<file path="src/rtl/seq_alu_pkg.sv">
// Shared definitions for the sequential ALU: opcode map, FSM states and
// width helpers used by both the top level and the combinational unit.
package seq_alu_pkg;

    localparam logic [3:0] OP_ADD    = 4'd0;
    localparam logic [3:0] OP_SUB    = 4'd1;
    localparam logic [3:0] OP_AND    = 4'd2;
    localparam logic [3:0] OP_OR     = 4'd3;
    localparam logic [3:0] OP_XOR    = 4'd4;
    localparam logic [3:0] OP_NAND   = 4'd5;
    localparam logic [3:0] OP_NOR    = 4'd6;
    localparam logic [3:0] OP_XNOR   = 4'd7;
    localparam logic [3:0] OP_SLL    = 4'd8;
    localparam logic [3:0] OP_SRL    = 4'd9;
    localparam logic [3:0] OP_SRA    = 4'd10;
    localparam logic [3:0] OP_ROL    = 4'd11;
    localparam logic [3:0] OP_PASS_A = 4'd12;
    localparam logic [3:0] OP_NOT_A  = 4'd13;

    typedef enum logic [1:0] {
        ST_IDLE  = 2'd0,
        ST_SHIFT = 2'd1,
        ST_DONE  = 2'd2
    } state_t;

    function automatic int shw_for(input int width);
        return $clog2(width);
    endfunction

    // Opcodes 8..11 are the iterative shifts.
    function automatic logic is_shift_op(input logic [3:0] op);
        return (op[3:2] == 2'b10);
    endfunction

endpackage

</file>
<file path="src/rtl/alu_comb_unit.sv">
// Single-cycle arithmetic/logic operations; shift opcodes produce zeros here
// because the top level handles them iteratively.
module alu_comb_unit
    import seq_alu_pkg::*;
#(
    parameter int WIDTH = 8
) (
    input  logic [WIDTH-1:0] a,
    input  logic [WIDTH-1:0] b,
    input  logic [3:0]       opcode,
    output logic [WIDTH-1:0] result,
    output logic             carry,
    output logic             overflow,
    output logic             illegal
);

    localparam int MSB = WIDTH - 1;

    logic [WIDTH:0] sum_add;
    logic [WIDTH:0] sum_sub;

    assign sum_add = {1'b0, a} + {1'b0, b};
    assign sum_sub = {1'b0, a} + {1'b0, ~b} + {{WIDTH{1'b0}}, 1'b1};

    always_comb begin
        result   = '0;
        carry    = 1'b0;
        overflow = 1'b0;
        illegal  = 1'b0;
        case (opcode)
            OP_ADD: begin
                result   = sum_add[WIDTH-1:0];
                carry    = sum_add[WIDTH];
                overflow = (a[MSB] == b[MSB]) && (sum_add[MSB] != a[MSB]);
            end
            OP_SUB: begin
                result   = sum_sub[WIDTH-1:0];
                carry    = sum_sub[WIDTH];
                overflow = (a[MSB] != b[MSB]) && (sum_sub[MSB] != a[MSB]);
            end
            OP_AND:    result = a & b;
            OP_OR:     result = a | b;
            OP_XOR:    result = a ^ b;
            OP_NAND:   result = ~(a & b);
            OP_NOR:    result = ~(a | b);
            OP_XNOR:   result = ~(a ^ b);
            OP_PASS_A: result = a;
            OP_NOT_A:  result = ~a;
            OP_SLL, OP_SRL, OP_SRA, OP_ROL: result = '0;
            default:   illegal = 1'b1;
        endcase
    end

endmodule

</file>
<file path="src/rtl/seq_alu.sv">
// Sequential ALU with handshaked request/result and a one-bit-per-cycle shifter.
//   state    | meaning
//   ST_IDLE  | ready for a request
//   ST_SHIFT | shifting OUT by one bit per cycle until the count reaches 1
//   ST_DONE  | result valid, held until out_ready
module seq_alu
    import seq_alu_pkg::*;
#(
    parameter int WIDTH = 8
) (
    input  logic             clk,
    input  logic             rst_n,
    input  logic [WIDTH-1:0] A,
    input  logic [WIDTH-1:0] B,
    input  logic [3:0]       opcode,
    input  logic             in_valid,
    output logic             in_ready,
    output logic [WIDTH-1:0] OUT,
    output logic             carry,
    output logic             overflow,
    output logic             zero,
    output logic             negative,
    output logic             illegal,
    output logic             out_valid,
    input  logic             out_ready
);

    localparam int SHW = shw_for(WIDTH);

    state_t           state, state_nxt;
    logic [3:0]       op_q;
    logic [SHW-1:0]   cnt_q;
    logic [SHW-1:0]   amt;
    logic             load;
    logic             shift_en;

    logic [WIDTH-1:0] alu_result;
    logic             alu_carry;
    logic             alu_ovf;
    logic             alu_illegal;

    logic [WIDTH-1:0] sh_nxt;
    logic             sh_bit;

    assign amt = B[SHW-1:0];

    alu_comb_unit #(.WIDTH(WIDTH)) u_comb (
        .a        (A),
        .b        (B),
        .opcode   (opcode),
        .result   (alu_result),
        .carry    (alu_carry),
        .overflow (alu_ovf),
        .illegal  (alu_illegal)
    );

    // OUT doubles as the shift register while in ST_SHIFT.
    always_comb begin
        sh_nxt = {OUT[WIDTH-2:0], 1'b0};
        sh_bit = OUT[WIDTH-1];
        case (op_q)
            OP_SRL: begin
                sh_nxt = {1'b0, OUT[WIDTH-1:1]};
                sh_bit = OUT[0];
            end
            OP_SRA: begin
                sh_nxt = {OUT[WIDTH-1], OUT[WIDTH-1:1]};
                sh_bit = OUT[0];
            end
            OP_ROL: begin
                sh_nxt = {OUT[WIDTH-2:0], OUT[WIDTH-1]};
                sh_bit = OUT[WIDTH-1];
            end
            default: ;
        endcase
    end

    always_ff @(posedge clk or negedge rst_n) begin
        if (!rst_n) begin
            state <= ST_IDLE;
        end else begin
            state <= state_nxt;
        end
    end

    always_comb begin
        state_nxt = state;
        in_ready  = 1'b0;
        out_valid = 1'b0;
        load      = 1'b0;
        shift_en  = 1'b0;
        case (state)
            ST_IDLE: begin
                in_ready = 1'b1;
                if (in_valid) begin
                    load = 1'b1;
                    if (is_shift_op(opcode) && (amt != '0)) begin
                        state_nxt = ST_SHIFT;
                    end else begin
                        state_nxt = ST_DONE;
                    end
                end
            end
            ST_SHIFT: begin
                shift_en = 1'b1;
                if (cnt_q == SHW'(1)) begin
                    state_nxt = ST_DONE;
                end
            end
            ST_DONE: begin
                out_valid = 1'b1;
                if (out_ready) begin
                    state_nxt = ST_IDLE;
                end
            end
            default: state_nxt = ST_IDLE;
        endcase
    end

    always_ff @(posedge clk or negedge rst_n) begin
        if (!rst_n) begin
            op_q     <= '0;
            cnt_q    <= '0;
            OUT      <= '0;
            carry    <= 1'b0;
            overflow <= 1'b0;
            zero     <= 1'b0;
            negative <= 1'b0;
            illegal  <= 1'b0;
        end else if (load) begin
            op_q <= opcode;
            if (is_shift_op(opcode)) begin
                OUT      <= A;
                cnt_q    <= amt;
                carry    <= 1'b0;
                overflow <= 1'b0;
                illegal  <= 1'b0;
                zero     <= (A == '0);
                negative <= A[WIDTH-1];
            end else begin
                OUT      <= alu_result;
                cnt_q    <= '0;
                carry    <= alu_carry;
                overflow <= alu_ovf;
                illegal  <= alu_illegal;
                zero     <= (alu_result == '0);
                negative <= alu_result[WIDTH-1];
            end
        end else if (shift_en) begin
            OUT      <= sh_nxt;
            carry    <= sh_bit;
            cnt_q    <= cnt_q - SHW'(1);
            zero     <= (sh_nxt == '0);
            negative <= sh_nxt[WIDTH-1];
        end
    end

endmodule

</file>
<file path="config.mk">
export PLATFORM = sky130hd
export DESIGN_NAME = seq_alu
export DESIGN_NICKNAME = d
export VERILOG_FILES = /design/src/rtl/seq_alu_pkg.sv /design/src/rtl/alu_comb_unit.sv /design/src/rtl/seq_alu.sv
export SDC_FILE = /design/constraint.sdc
export NUM_CORES = 1
export LEC_CHECK = 0
export BUFFER_PORTS_ARGS = -buffer_cell sky130_fd_sc_hd__buf_4
export CAP_MARGIN = 0
export CORE_MARGIN = 10
export CORE_UTILIZATION = 54
export CTS_CLUSTER_SIZE = 30
export DETAILED_ROUTE_END_ITERATION = 8
export PLACE_DENSITY = 0.89
export SLEW_MARGIN = 25
export SYNTH_ARGS = -nofsm -noshare
export SYNTH_HDL_FRONTEND = slang
export SYNTH_SLANG_ARGS = --single-unit
</file>
<file path="constraint.sdc">
create_clock -name clk -period 1.7 [get_ports clk]
set_clock_uncertainty 0.05 [all_clocks]
set_input_delay 0.34 -clock clk [delete_from_list [all_inputs] [get_ports clk]]
set_output_delay 0.34 -clock clk [all_outputs]
set_load 0.05 [all_outputs]
</file>
=== After elaboration in Yosys (flattened, before gate mapping) ===
Index checks and enable logic that the tools add are counted.

* Register bits: 22
* Logic and storage cells: 94
* Output and inout bits: 15
* Input port bits: 24

* Mux-type cells: 33
* Eq/ne operators: 27
* Add/subtract/negate cells: 4
* Bitwise gates (word level): 8
* Reduce and logical (&&, ||, !) cells: 13

{| class="wikitable"
|+ Operator list
! kind !! number
|-
| 8-bit one-hot mux with 10 select lines || 1
|-
| 8-bit inverter || 5
|-
| 4-bit == test, second input constant || 9
|-
| 8-bit logical NOT || 3
|-
| 8-bit two-way mux || 3
|-
| 8-bit one-hot mux with 3 select lines || 1
|-
| 8-bit by 8-bit adder with 9-bit output || 2
|-
| 1-bit two-way mux || 18
|-
| 4-bit by 3-bit == test with 1-bit output, second input constant || 4
|-
| 14-bit OR reduction || 1
|-
| 9-bit by 1-bit adder with 9-bit output, second input constant || 1
|-
| 3-bit two-way mux || 3
|-
| 8-bit bitwise AND || 1
|-
| 4-bit by 2-bit == test with 1-bit output, second input constant || 2
|-
| 2-bit two-way mux || 4
|-
| 8-bit bitwise OR || 1
|-
| 8-bit XOR || 1
|-
| 2-bit inequality test, second input constant || 3
|-
| 2-bit one-hot mux with 3 select lines || 1
|-
| 2-bit == test, second input constant || 2
|-
| 4-bit by 1-bit == test with 1-bit output, second input constant || 1
|-
| 4-bit logical NOT || 1
|-
| 1-bit one-hot mux with 2 select lines || 2
|-
| 3-bit by 1-bit == test with 1-bit output, second input constant || 1
|-
| other kinds (10) || 14
|}

=== Depth between registers and ports, before layout ===
* Word-level depth: 7
* Depth in mapped cells: 10
* Mapped depth without buffers: 10

=== Cells and area by module ===
From an unflattened synthesis, not the netlist that was laid out.

* Cells, all modules: 404
* Area, all modules: 3029.2 µm²

{| class="wikitable"
|+ Modules (own cells, without submodules)
! module !! seq. area each (µm²) !! instances !! area each (µm²) !! cells each
|-
| alu_comb_unit || 0.0 || 1 || 1665.3 || 254
|-
| seq_alu || 525.5 || 1 || 1363.8 || 150
|}

=== Least setup slack after synthesis ===
OpenSTA, ideal clock, no wires.

* Path type: input -> register
* Start: input A[0]
* End: register zero
* Required time: 1558 ps
* Setup slack: -478 ps
* Path buffers: 0
* Stages: 9
* Arrival time: 2036 ps
* Setup time: 92 ps
* Cell sequence: ha_1 -> fa_1 -> a21o_1 -> a221o_1 -> nor2_2 -> a2111oi_2 -> nor3b_2 -> nand4_1 -> o31ai_2

* Cells in the longest elaborated chain, start to end: 6
* Elaborated cells between the ends (all ways): 15
* Those cells by class: add/sub (3); mux (3); bitwise (7); reduce/logical (2)

{| class="wikitable"
|+ Ends and longest elaborated chain
! what !! RTL line !! text
|-
| from (decl) || seq_alu.sv:13 || <nowiki>input logic [WIDTH-1:0] A,</nowiki>
|-
| 8-bit by 8-bit adder with 9-bit output (tied with other cells) || alu_comb_unit.sv:23 || <nowiki>assign sum_sub = {1'b0, a} + {1'b0, ~b} + {{WIDTH{1'b0}}, 1'b1};</nowiki>
|-
| 9-bit by 1-bit adder with 9-bit output (tied with other cells) || alu_comb_unit.sv:23 ||
|-
| 8-bit one-hot mux with 10 select lines || alu_comb_unit.sv:30 || <nowiki>case (opcode)</nowiki>
|-
| 8-bit logical NOT || seq_alu.sv:146 || <nowiki>zero <= (alu_result == '0);</nowiki>
|-
| 1-bit two-way mux * || seq_alu.sv:132 || <nowiki>if (is_shift_op(opcode)) begin</nowiki>
|-
| 1-bit two-way mux * || seq_alu.sv:130 || <nowiki>end else if (load) begin</nowiki>
|-
| to (signal assigned) || seq_alu.sv:138 || <nowiki>zero <= (A == '0);</nowiki>
|-
| to (signal assigned) || seq_alu.sv:146 ||
|-
| to (signal assigned) || seq_alu.sv:153 || <nowiki>zero <= (sh_nxt == '0);</nowiki>
|-
| to (decl) || seq_alu.sv:21 || <nowiki>output logic zero,</nowiki>
|}

Every way passes the cells marked *; elsewhere a longest branch is shown, timed or not.
A chain may end at the register's enable or synchronous reset.

=== Final worst setup path ===
Same ends and word-level chain as after synthesis.

==> results.yml <==
sta:
  maxSlewViolCount: 0
  final-hold-violation-count: 0
  fin_crit_sh_pct: 134.9
  post-route-min-period_ns: 2.294
  setup_viol: 10
  grt_setup_unrepaired: "true"
  slew_headroom_pct: 65.24
  fmax_mhz: 435.9
  tightestPinTransition_ns: 0.5158
  layout_setup_ws_ns: -0.5941
  final.setup.tns_ns: -3.899
logic_synthesis:
  ys_async_sr_fraction_pct: 100.0
  synth_cell_type_count: 67
  yosysTopAreaCellShare_pct: 17.86
  yosys.area.top_type: "dfrtp_1"
  synth_nets: 430
  synth.yosys.seq_area_share_pct: 17.86
  ys_ff_latch: 21
  synth.cell_area_sq_um: 2943
  ys.flop_type: "dfrtp_1"
  yosysWarnings: 0
  synth_edf_count: 0
  synthTopCellsByArea: "dfrtp_1 (18%), ha_1 (11%), nor2_1 (4.5%)"
  avgSynthCellArea_sq_um: 7.806
  syn_inst: 377
setup_path:
  slowest_stage: "a221o_1"
  critical_path_arrival_ns: 2.42
  critPathMaxFanout: 3
  cp_data_required_time_ns: 1.83
  end_kind: "flip-flop"
  slowest_delay_ns: 0.38
  path_class: "in2reg"
  start_kind: "primary input"
  cp_cell_sequence: "buf_12 > ha_4 > fa_2 > a21o_1 > a221o_1 > nor2_2 > a2111oi_4 > nor3b_2 > nand4_1 > o31ai_2"
cts:
  cts_max_level: 1
  cts_max_path_buffers: 2
  root_buffer: "clkbuf_8"
  clk_latency_ns: 0.27
  cts.sinks: 21
  clk_pin_slew_worst_paths_ns: 0.08
  cts_made_buffers: 3
  tritoncts: "yes"
outcome:
  failed_checks: "negative setup slack"
  run_status: "finished with violations"
drt:
  drtIter0Drc: 609
  first_pass_iters: 7
  via_per_inst: 6.728
  routed_wl_um: 12390
  dr_total_vias: 3828
  antenna_left: 0
  drc: 0
  avgRoutedWirePerCell_um: 21.78
floorplanning:
  dieArea_sq_um: 8802
  core_sq_um: 5205
  die_h_um: 93.82
  start_util_pct: 56.54
  die_w_um: 93.82
  core.rowCount: 26
  num_io_pins: 39
global_routing:
  globalRouteOverflowTotal: 0
  grt.total_usage_pct: 23.86
  grt_pass1_wl_um: 17670
  grt_antenna_before_repair: 0
  first_global_vias: 3693
  grt_max_degree: 22
cells_and_area:
  fillerInstances: 278
  diodes: 0
  fin_area_sq_um: 4382
  nets: 553
  area_growth_pct: 48.89
  drive_above_1_share_pct: 42.28
place:
  gp_congestion: 1.037
  place_hpwl_um: 7964
  io_buffers: 38
  placed_cell_area_sq_um: 4010
power:
  vdd.ir_drop.worst_uv: 1196
  p_per_area_nw_per_um2: 1092
  leakage_nw: 1.987
job:
  maxCapViolations: 0
min_path:
  hold_class: "in2reg"
flip-flops by register name, summed over array words and instances, names as in the netlist:
register / flops
overflow: 1
illegal: 1
op_q: 4
zero: 1
state: 2
cnt_q: 3
OUT: 7
negative: 1
carry: 1
power breakdown:
part           internal (mW)  switching [mW]
clock                  0.168           0.178
sequential             0.742           0.336
combinational           1.34            2.02
total                   2.25            2.53
cell type report:
| cell class | count | area, sq um | area share (%) |
|---|---|---|---|
| clock buffer | 4 | 45.04 | 1.028 |
| inverter | 28 | 136.4 | 3.113 |
| multi-input combinational | 301 | 2420 | 55.23 |
| sequential | 21 | 525.5 | 11.99 |
| tap | 70 | 87.58 | 1.999 |
| timing repair buffer | 145 | 1167 | 26.64 |
synthesized netlist by cell type, drive strengths merged, types with 3 or more instances:
master and instances:
a21o 4, o21ai 20, nand3 11, o22ai 5, a21oi 26, xor2 7
o21bai 3, buf 15, ha 27, nand2b 8, clkbuf 12, a2bb2oi 3
nor2b 8, o21a 3, mux2 7, nand4 3, nor2 37, a221oi 3
nor3 9, xnor2 11, mux2i 10, nand2 27, dfrtp 21, a211oi 12
nor4 4, a31oi 11, and3 3, inv 28
cells in the final DEF (no fill, tap or decap), types with 4 or more instances in the layout:
cell	count
nand2_1	26
inv_1	20
a31oi_1	9
dfrtp_1	21
xor2_1	7
nor3_1	4
a21o_1	4
nor3_2	4
nand2b_1	8
buf_6	7
a21oi_2	4
nor2_1	35
o21ai_0	15
mux2i_1	10
nand3_1	10
nor2b_1	6
inv_2	4
mux2_2	7
xnor2_1	11
buf_4	133
a21oi_1	21
a211oi_1	9
buf_12	4
ha_1	21
ha_4	5
cells by family (layout without fill, tap and decap cells):
family	after synthesis	in the layout	synth area share (%)
DFF	21	21	17.86
buffers and inverters	55	177	9.226
muxes	17	17	6.080
AOI/OAI and AO/OA	116	116	27.68
adders and majority gates	29	29	12.84
xor gates and xnor gates	18	18	5.357
and+or+nand+nor	121	121	20.96
critical path: cells and delay by family:
family	cells	cell delay, ns
fa+ha+maj	2	0.50
buf+inv	1	0.12
compound gates	4	0.87
simple gates	3	0.58
final timing paths:
path / startpoint / endpoint / slack, ns / cells past startpoint
max in group asynchronous: rst_n / overflow / 0.94 / 2
setup / recovery: A[0] / zero / -0.59 / 10
hold / removal: out_ready / state[1] / 0.30 / 3
min in group asynchronous: rst_n / state[0] / 0.43 / 2
setup reg to reg: state[1] / negative / -0.07 / 5
hold reg to reg: overflow / overflow / 0.50 / 2
metrics by stage:
step                      instances  hold slack, ns  utilization [%]  power (mW)  setup WS [ns]
after floorplan                 377       -0.005591                -       3.002        -0.3967
after global placement          553          0.1788            77.04       3.909        -0.6908
after detailed placement        553          0.1850            77.04       4.069        -0.8738
after CTS                       563          0.3078            80.75       4.479        -0.4385
after global routing            569          0.3491            84.18       5.006        -0.6347
final                           569          0.3029            84.18       4.786        -0.5941
per-layer routing:
metal,GRT usage [%],part of all wire (%)
met3,4.556,10
met1,26.20,35
met4,12.03,7.8
met5,0,0
met2,42.57,47
what timing repair did:
item                                    4_1_cts  5_1_grt
hold buffers                                  1        0
endpoints found under the setup margin       10       11
hold endpoints to repair                     21        0
pin swaps                                    30       21
gates resized for setup                      24       25
buffers inserted                              6        6
No activity file was read; power rests on OpenSTA's default activity.
